**src/rtl/risc_pkg.sv**
```systemverilog
// Shared definitions for the RISC controller: FSM states, opcodes, ALU select
// codes and instruction field positions.
package risc_pkg;

  typedef enum logic [2:0] {
    ST_IDLE,
    ST_FETCH,
    ST_DECODE,
    ST_EXEC,
    ST_HALT
  } state_t;

  localparam int DATA_W   = 8;
  localparam int NUM_REGS = 4;
  localparam int REG_AW   = 2;

  localparam logic [3:0] OP_LDI  = 4'h8;
  localparam logic [3:0] OP_BZ   = 4'h9;
  localparam logic [3:0] OP_JMP  = 4'hA;
  localparam logic [3:0] OP_BNZ  = 4'hB;
  localparam logic [3:0] OP_HALT = 4'hF;

  localparam logic [2:0] SEL_ADD = 3'd0;
  localparam logic [2:0] SEL_SUB = 3'd1;
  localparam logic [2:0] SEL_AND = 3'd2;
  localparam logic [2:0] SEL_OR  = 3'd3;
  localparam logic [2:0] SEL_XOR = 3'd4;
  localparam logic [2:0] SEL_NOT = 3'd5;
  localparam logic [2:0] SEL_SHL = 3'd6;
  localparam logic [2:0] SEL_SHR = 3'd7;

  localparam int IR_ALU_BIT = 15;
  localparam int IR_OP_HI   = 15;
  localparam int IR_OP_LO   = 12;
  localparam int IR_SEL_HI  = 14;
  localparam int IR_SEL_LO  = 12;
  localparam int IR_RD_HI   = 11;
  localparam int IR_RD_LO   = 10;
  localparam int IR_RA_HI   = 9;
  localparam int IR_RA_LO   = 8;
  localparam int IR_RB_HI   = 7;
  localparam int IR_RB_LO   = 6;
  localparam int IR_IMM_HI  = 7;
  localparam int IR_IMM_LO  = 0;

  function automatic logic is_alu_op(input logic [15:0] ir);
    return ~ir[IR_ALU_BIT];
  endfunction

endpackage

```
**src/rtl/risc_regfile.sv**
```systemverilog
// 4x8 register file: two async read ports, one debug read port and one
// synchronous write port, synchronously reset to zero.
module risc_regfile
  import risc_pkg::*;
(
  input  logic              i_clk,
  input  logic              i_rst,
  input  logic              i_we,
  input  logic [REG_AW-1:0] i_waddr,
  input  logic [DATA_W-1:0] i_wdata,
  input  logic [REG_AW-1:0] i_raddr_a,
  output logic [DATA_W-1:0] o_rdata_a,
  input  logic [REG_AW-1:0] i_raddr_b,
  output logic [DATA_W-1:0] o_rdata_b,
  input  logic [REG_AW-1:0] i_dbg_sel,
  output logic [DATA_W-1:0] o_dbg_data
);

  logic [DATA_W-1:0] r_regs [NUM_REGS];

  always_ff @(posedge i_clk) begin
    if (i_rst) begin
      // NOTE: the array is built from flops, so clearing it in a reset loop is
      // legal here; a RAM-macro-backed array could not be reset this way.
      for (int i = 0; i < NUM_REGS; i++) r_regs[i] <= '0;
    end else if (i_we) begin
      r_regs[i_waddr] <= i_wdata;
    end
  end

  assign o_rdata_a  = r_regs[i_raddr_a];
  assign o_rdata_b  = r_regs[i_raddr_b];
  assign o_dbg_data = r_regs[i_dbg_sel];

endmodule

```
**src/rtl/alu_control_unit.sv**
```systemverilog
// Multi-cycle fetch/decode/execute sequencer driving an external 8-bit ALU.
// Define RISC_BNZ_EN to turn opcode 4'hB into BNZ (otherwise it is a NOP).
module alu_control_unit
  import risc_pkg::*;
#(
  parameter logic [7:0] RESET_PC = 8'h00
) (
  input  logic        Clk,
  input  logic        Rst,
  input  logic        Start,
  output logic        ImemReq,
  output logic [7:0]  Pc,
  input  logic        ImemAck,
  input  logic [15:0] Instr,
  output logic [2:0]  Sel,
  output logic [7:0]  InA,
  output logic [7:0]  InB,
  input  logic [7:0]  Oper,
  input  logic        Zero,
  output logic        Busy,
  output logic        Halted,
  input  logic [1:0]  DbgSel,
  output logic [7:0]  DbgData
);

  state_t r_state, w_next_state;

  logic [7:0]  r_pc;
  logic [15:0] r_ir;
  logic [2:0]  r_sel;
  logic [7:0]  r_ina, r_inb;
  logic        r_z;

  logic [3:0]        w_op;
  logic [REG_AW-1:0] w_rd, w_ra, w_rb;
  logic [7:0]        w_imm, w_pc_inc, w_pc_next;
  logic [7:0]        w_rdata_a, w_rdata_b, w_reg_wdata;
  logic              w_taken, w_ir_load, w_opnd_load, w_pc_load, w_z_we, w_reg_we;

  assign w_op     = r_ir[IR_OP_HI:IR_OP_LO];
  assign w_rd     = r_ir[IR_RD_HI:IR_RD_LO];
  assign w_ra     = r_ir[IR_RA_HI:IR_RA_LO];
  assign w_rb     = r_ir[IR_RB_HI:IR_RB_LO];
  assign w_imm    = r_ir[IR_IMM_HI:IR_IMM_LO];
  assign w_pc_inc = r_pc + 8'd1;

  risc_regfile u_regfile (
    .i_clk      (Clk),
    .i_rst      (Rst),
    .i_we       (w_reg_we),
    .i_waddr    (w_rd),
    .i_wdata    (w_reg_wdata),
    .i_raddr_a  (w_ra),
    .o_rdata_a  (w_rdata_a),
    .i_raddr_b  (w_rb),
    .o_rdata_b  (w_rdata_b),
    .i_dbg_sel  (DbgSel),
    .o_dbg_data (DbgData)
  );

  always_comb begin
    w_taken = 1'b0;
    case (w_op)
      OP_BZ:  w_taken = r_z;
      OP_JMP: w_taken = 1'b1;
`ifdef RISC_BNZ_EN
      OP_BNZ: w_taken = ~r_z;
`endif
      default: w_taken = 1'b0;
    endcase
  end

  always_ff @(posedge Clk) begin
    if (Rst) r_state <= ST_IDLE;
    else     r_state <= w_next_state;
  end

  always_comb begin
    // NOTE: every output of this block gets a default first so no path through
    // the case statement can leave a latch behind.
    w_next_state = r_state;
    w_ir_load    = 1'b0;
    w_opnd_load  = 1'b0;
    w_pc_load    = 1'b0;
    w_pc_next    = w_pc_inc;
    w_z_we       = 1'b0;
    w_reg_we     = 1'b0;
    w_reg_wdata  = Oper;
    case (r_state)
      ST_IDLE: if (Start) w_next_state = ST_FETCH;
      ST_FETCH: begin
        if (ImemAck) begin
          w_ir_load    = 1'b1;
          w_next_state = ST_DECODE;
        end
      end
      ST_DECODE: begin
        if (is_alu_op(r_ir)) begin
          w_opnd_load  = 1'b1;
          w_next_state = ST_EXEC;
        end else if (w_op == OP_HALT) begin
          w_next_state = ST_HALT;
        end else begin
          w_pc_load    = 1'b1;
          w_pc_next    = w_taken ? w_imm : w_pc_inc;
          w_reg_we     = (w_op == OP_LDI);
          w_reg_wdata  = w_imm;
          w_next_state = ST_FETCH;
        end
      end
      ST_EXEC: begin
        w_reg_we     = 1'b1;
        w_z_we       = 1'b1;
        w_pc_load    = 1'b1;
        w_next_state = ST_FETCH;
      end
      ST_HALT: w_next_state = ST_HALT;
      default: w_next_state = ST_IDLE;
    endcase
  end

  always_ff @(posedge Clk) begin
    // NOTE: state elements use non-blocking assignments so every register
    // samples pre-edge values regardless of statement order.
    if (Rst) begin
      r_pc  <= RESET_PC;
      r_ir  <= '0;
      r_sel <= '0;
      r_ina <= '0;
      r_inb <= '0;
      r_z   <= 1'b0;
    end else begin
      if (w_ir_load) r_ir <= Instr;
      if (w_opnd_load) begin
        r_sel <= r_ir[IR_SEL_HI:IR_SEL_LO];
        r_ina <= w_rdata_a;
        r_inb <= w_rdata_b;
      end
      if (w_pc_load) r_pc <= w_pc_next;
      if (w_z_we)    r_z  <= Zero;
    end
  end

  assign ImemReq = (r_state == ST_FETCH);
  assign Busy    = (r_state == ST_FETCH) || (r_state == ST_DECODE) || (r_state == ST_EXEC);
  assign Halted  = (r_state == ST_HALT);
  assign Pc      = r_pc;
  assign Sel     = r_sel;
  assign InA     = r_ina;
  assign InB     = r_inb;

endmodule

```
**config.mk**
```make
export PLATFORM = sky130hd
export DESIGN_NAME = alu_control_unit
export DESIGN_NICKNAME = d
export VERILOG_FILES = /design/src/rtl/risc_pkg.sv /design/src/rtl/risc_regfile.sv /design/src/rtl/alu_control_unit.sv
export SDC_FILE = /design/constraint.sdc
export NUM_CORES = 1
export LEC_CHECK = 0
export CAP_MARGIN = 40
export CORE_AREA = 2 2 92 94
export CTS_CLUSTER_SIZE = 14
export DETAILED_ROUTE_END_ITERATION = 8
export DIE_AREA = 0 0 94 96
export PLACE_DENSITY = 0.74
export SLEW_MARGIN = 25
export SYNTH_ARGS = -nofsm -noshare
export SYNTH_HDL_FRONTEND = slang
export SYNTH_SLANG_ARGS = --single-unit
```
**constraint.sdc**
```tcl
create_clock -name Clk -period 4.9 [get_ports Clk]
set_input_delay 0.98 -clock Clk [delete_from_list [all_inputs] [get_ports Clk]]
set_output_delay 0.98 -clock Clk [all_outputs]
set_load 0.01 [all_outputs]
```
# Word level (Yosys, flattened, before mapping)
# Memory sizes are Yosys's and may differ from the RTL's. A register that Yosys moved wholly into a read port is not among the register bits.
# Cells that the tools add are included.
# totals
register_bits	31
mem_bits_rw	32
in_bits	31
out_inout_bits	38
wordCells	54
mem_count	1
# op_classes
add_sub_neg	1
n_eq_ne	10
n_mux	32
reduce_logical	5
# memory_table
name	words	word_bits	rd	rd_ports_with_merged_regs	write_ports	line	rtl
u_regfile.r_regs	4	8	3	2	4	risc_regfile.sv:19	logic [DATA_W-1:0] r_regs [NUM_REGS];
# ops
cell	n
8-bit 2-to-1 mux	8
4-bit == test, second input constant	4
1-bit 2-to-1 mux	15
3-bit one-hot mux with 5 select lines	1
3-bit 2-to-1 mux	4
8-bit by 1-bit adder with 8-bit output, second input constant	1
8-bit OR reduction	1
3-bit by 2-bit == test with 1-bit output, second input constant	2
1-bit one-hot mux with 2 select lines	3
3-bit by 1-bit == test with 1-bit output, second input constant	1
3-bit == test, second input constant	1
3-bit logical NOT	1
1-bit logical OR	2
2-bit 2-to-1 mux	1
2-bit by 1-bit != test with 1-bit output, second input constant	1
2-bit != test, second input constant	1
2-bit AND reduction	1

# Longest topological paths before layout
# logic_depth
word_depth	9
depth_mapped	7
depth_no_buf	5

# Hierarchy
# Synthesis repeated with hierarchy kept, for this count alone.
# hier_totals
cells_unflattened	370
area_unflattened_um2	3967.6
# by_module_without_submodules
mod	instances	cells_each	area_per_inst_um2	seq_area_each_um2
alu_control_unit	1	265	2117.0	940.9
risc_regfile	1	105	1850.5	960.9

# Worst setup path before layout
# OpenSTA, ideal clock, no wires.
# synth_timing
kind	input-to-output
startpoint	input port DbgSel[0]
endpoint	output port DbgData[0]
arrival_time_ps	1768
required_time_ps	3920
slack_ps	2152
path_stages	2
path_buffers	1
path_cell_list	buf_2 mux4_2
# synth_via
elab_chain_len	1
# synth_rtl
element	line	rtl
start: declaration	alu_control_unit.sv:22	input logic [1:0] DbgSel,
memory 4 x 8 bit	-	
end: declaration	alu_control_unit.sv:23	output logic [7:0] DbgData
# Every way passes these cells.

# Worst setup path in the final report
# layout_timing
startpoint	input port DbgSel[0]
endpoint	output port DbgData[1]
# Same word-level chain as after synthesis.

==> results.py <==
metrics = {
    "synthesis": {
        "synth.top_cells.by_area": "edfxtp_1 25%, dfxtp_1 25%, mux4_2 14%",
        "syn_nets": 398,
        "synth_top_cell_by_area": "edfxtp_1",
        "synth_most_common_cell": "nand2_1",
        "synth-seq-area-share_pct": 49.66,
        "ys_warn_count": 0,
        "ys_top_cells_by_count": "80 x nand2_1, 48 x nor2_1, 47 x dfxtp_1",
        "synthCells": 366,
        "ys_ff_latch": 79,
        "async_flop_share_pct": 0,
        "synth.top_cell.area_share_pct": 25.09,
        "syn-cell-area_mm2": 0.003830,
        "synth-edff-count": 32,
        "yosysUniqueCellTypes": 42,
        "syn_area_per_cell_um2": 10.46,
        "synth_ff_type": "dfxtp_1",
    },
    "worst_hold_path": {
        "hold_class": "reg -> reg",
        "hold_end": "InA[2]$_SDFFE_PP0P_",
        "whs_path_depth": 2,
        "worstHoldStart": "InA[2]$_SDFFE_PP0P_",
    },
    "floorplan": {
        "rows": 33,
        "die_x_um": 94,
        "core-area_mm2": 0.008051,
        "die_area_mm2": 0.009024,
        "die_h_um": 96,
        "ios": 69,
        "start_util_pct": 47.57,
    },
    "global_route": {
        "grt_pass1_vias": 2838,
        "grt_max_degree": 47,
        "grt_use_total_pct": 20.35,
        "antenna_found_initial": 0,
        "grt_pass1_wl_um": 14080,
        "grt-ovfl-total": 0,
    },
    "place": {
        "dpl_cell_area_mm2": 0.004563,
        "io_buffers": 68,
        "numPlacedInstances": 519,
        "detailed_place_hpwl_um": 6355,
        "finalWeightedCongestion": 0.8597,
    },
    "clock_network": {
        "path_clk_slew_ns": 0.08,
        "post-cts-setup-buffers": 0,
        "post_cts_resized": 0,
        "cts_tree": "done",
        "cts_made_buffers": 9,
        "cts.hold.buffers_added": 0,
        "ctsHtreeMaxLevel": 3,
        "clock_sinks": 79,
        "worstSkewPairLatency_ns": 0.35,
        "clockBufferDepth": 2,
        "clock-root-buffer": "clkbuf_8",
    },
    "timing": {
        "hold_violations": 0,
        "post-route-period-util_pct": 79.17,
        "setup_tns_ns": 0,
        "setup_viol": 0,
        "layout_min_cycle_time_ns": 3.880,
        "slew_headroom_pct": 54.40,
        "skew_ns": 0.009589,
        "drv_slew": 0,
        "worstMarginPinSlew_ns": 0.6831,
        "rsz0062_at_grt": "no",
        "fmax_mhz": 257.8,
    },
    "power_and_ir_drop": {
        "clkPwrFrac_pct": 33.3,
        "leakage_uw": 0.001695,
        "power_density_mw_per_mm2": 278.3,
        "power_uw": 1319,
        "pwr-share-seq_pct": 55.5,
        "swShare_pct": 24.43,
        "comb_power_share_pct": 11.1,
        "ir_worst_vdd_mv": 0.1594,
        "switching_power_uw": 322.2,
        "p_int_uw": 996.5,
    },
    "finish": {
        "layout-drive-gt1-share_pct": 11.16,
        "area_growth_pct": 23.72,
        "antennaDiodeCount": 0,
        "postLayoutCoreUtil_pct": 58.85,
        "fin_cells": 535,
        "nets": 457,
        "design_area_mm2": 0.004738,
    },
    "routing": {
        "drt_iter0_drc": 192,
        "drcViolationCount": 0,
        "dr_wl_met2_um": 4204,
        "vias": 2936,
        "postRouteAntennaNets": 0,
        "firstDrtPassIters": 5,
        "drt-total-wl_um": 8499,
        "route.met3.wl_um": 449,
        "drt-wirelength-per-cell_um": 15.89,
        "highest_layer": "met4",
        "wl_met1_um": 3676,
        "avgViaCountPerCell": 5.488,
    },
    "setup_path": {
        "crit_fanout": 8,
        "endpoint_kind": "output pin",
        "timing.rr.end": "u_regfile.r_regs[1][1]$_SDFFCE_PN0P_",
        "cp-start-kind": "primary input",
        "crit_type": "in -> out",
        "r2r_slack_ns": 2.68,
        "cp.required_ns": 3.92,
        "cp.arrival_ns": 2.90,
        "r2r_start": "r_state[1]$_SDFFE_PP0P_",
        "r2r_cells": 4,
    },
    "run_status": {
        "status": "finished clean",
    },
    "job": {
        "drv_cap": 0,
    },
}
-- flip-flops by register name, indices dropped and copies added (netlist names) --
register,flops
InA,8
InB,8
Pc,8
Sel,3
r_ir,16
r_state,3
r_z,1
u_regfile.r_regs,32
-- cell usage in the layout, fill, tap and decap left out, drive strengths merged, types with 3 or more instances in the layout --
master         count
a21oi             39
inv                7
clkbuf            12
o21ai              5
nor2              48
mux2i             13
and3               3
mux4              24
o32ai              3
clkinv             3
nand3              7
dfxtp             47
clkdlybuf4s50     68
edfxtp            32
nor3               6
nand2             81
or3                3
-- critical path, cell delays in order --
cell             delay [ns]
clkdlybuf4s50_1        0.81
mux4_2                 0.59
clkdlybuf4s50_1        0.51
-- through the flow --
stage	setup slack (ns)	hold WS [ns]
global placement	1.052	0.4465
CTS	0.9753	0.4579
detailed placement	0.9749	0.4473
floorplan	2.152	0.4480
global route	0.9049	0.4683
finish	1.021	0.4539
-- worst max-delay path by stage --
stage	start	to	slack (ns)	cells after the start
after CTS	DbgSel[0]	DbgData[1]	0.98	3
after detailed placement	DbgSel[0]	DbgData[1]	0.97	3
after floorplan	DbgSel[0]	DbgData[0]	2.15	2
after global placement	DbgSel[0]	DbgData[3]	1.05	3
after global routing	DbgSel[0]	DbgData[4]	0.90	3
final	DbgSel[0]	DbgData[1]	1.02	3
-- cell families after synthesis --
logic type	Yosys count	share of synthesized area [%]
mux	38	17.80
compound gates	58	10.32
simple gates	161	18.62
buf+inv	29	3.267
flops	79	49.66
fa+ha+maj	1	0.3266
-- power by group through the flow --
stage               logic, uW  clock network, uW  registers (uW)
CTS                       148                446             732
global route              160                471             736
detailed placement        148                  0             747
global placement          144                  0             746
finish                    147                439             732
floorplan                93.4                  0             733
-- cell type report --
cell class	instances	area (um^2)
clock buffers	12	156.4
clock inverters	4	18.77
fillers	717	3313
inverters	7	26.28
multi-input cells	258	1808
flip-flops and latches	79	1902
well taps	105	131.4
repair buffers	70	695.7
-- layer usage --
layer | vias to the layer above | global-route usage [%]
li1 | 1437 | -
met1 | 1394 | 26.46
met2 | 93 | 33.93
met3 | 12 | 2.819
met4 | 0 | 9.541
met5 | - | 0
Power figures use the tool's default switching activity.
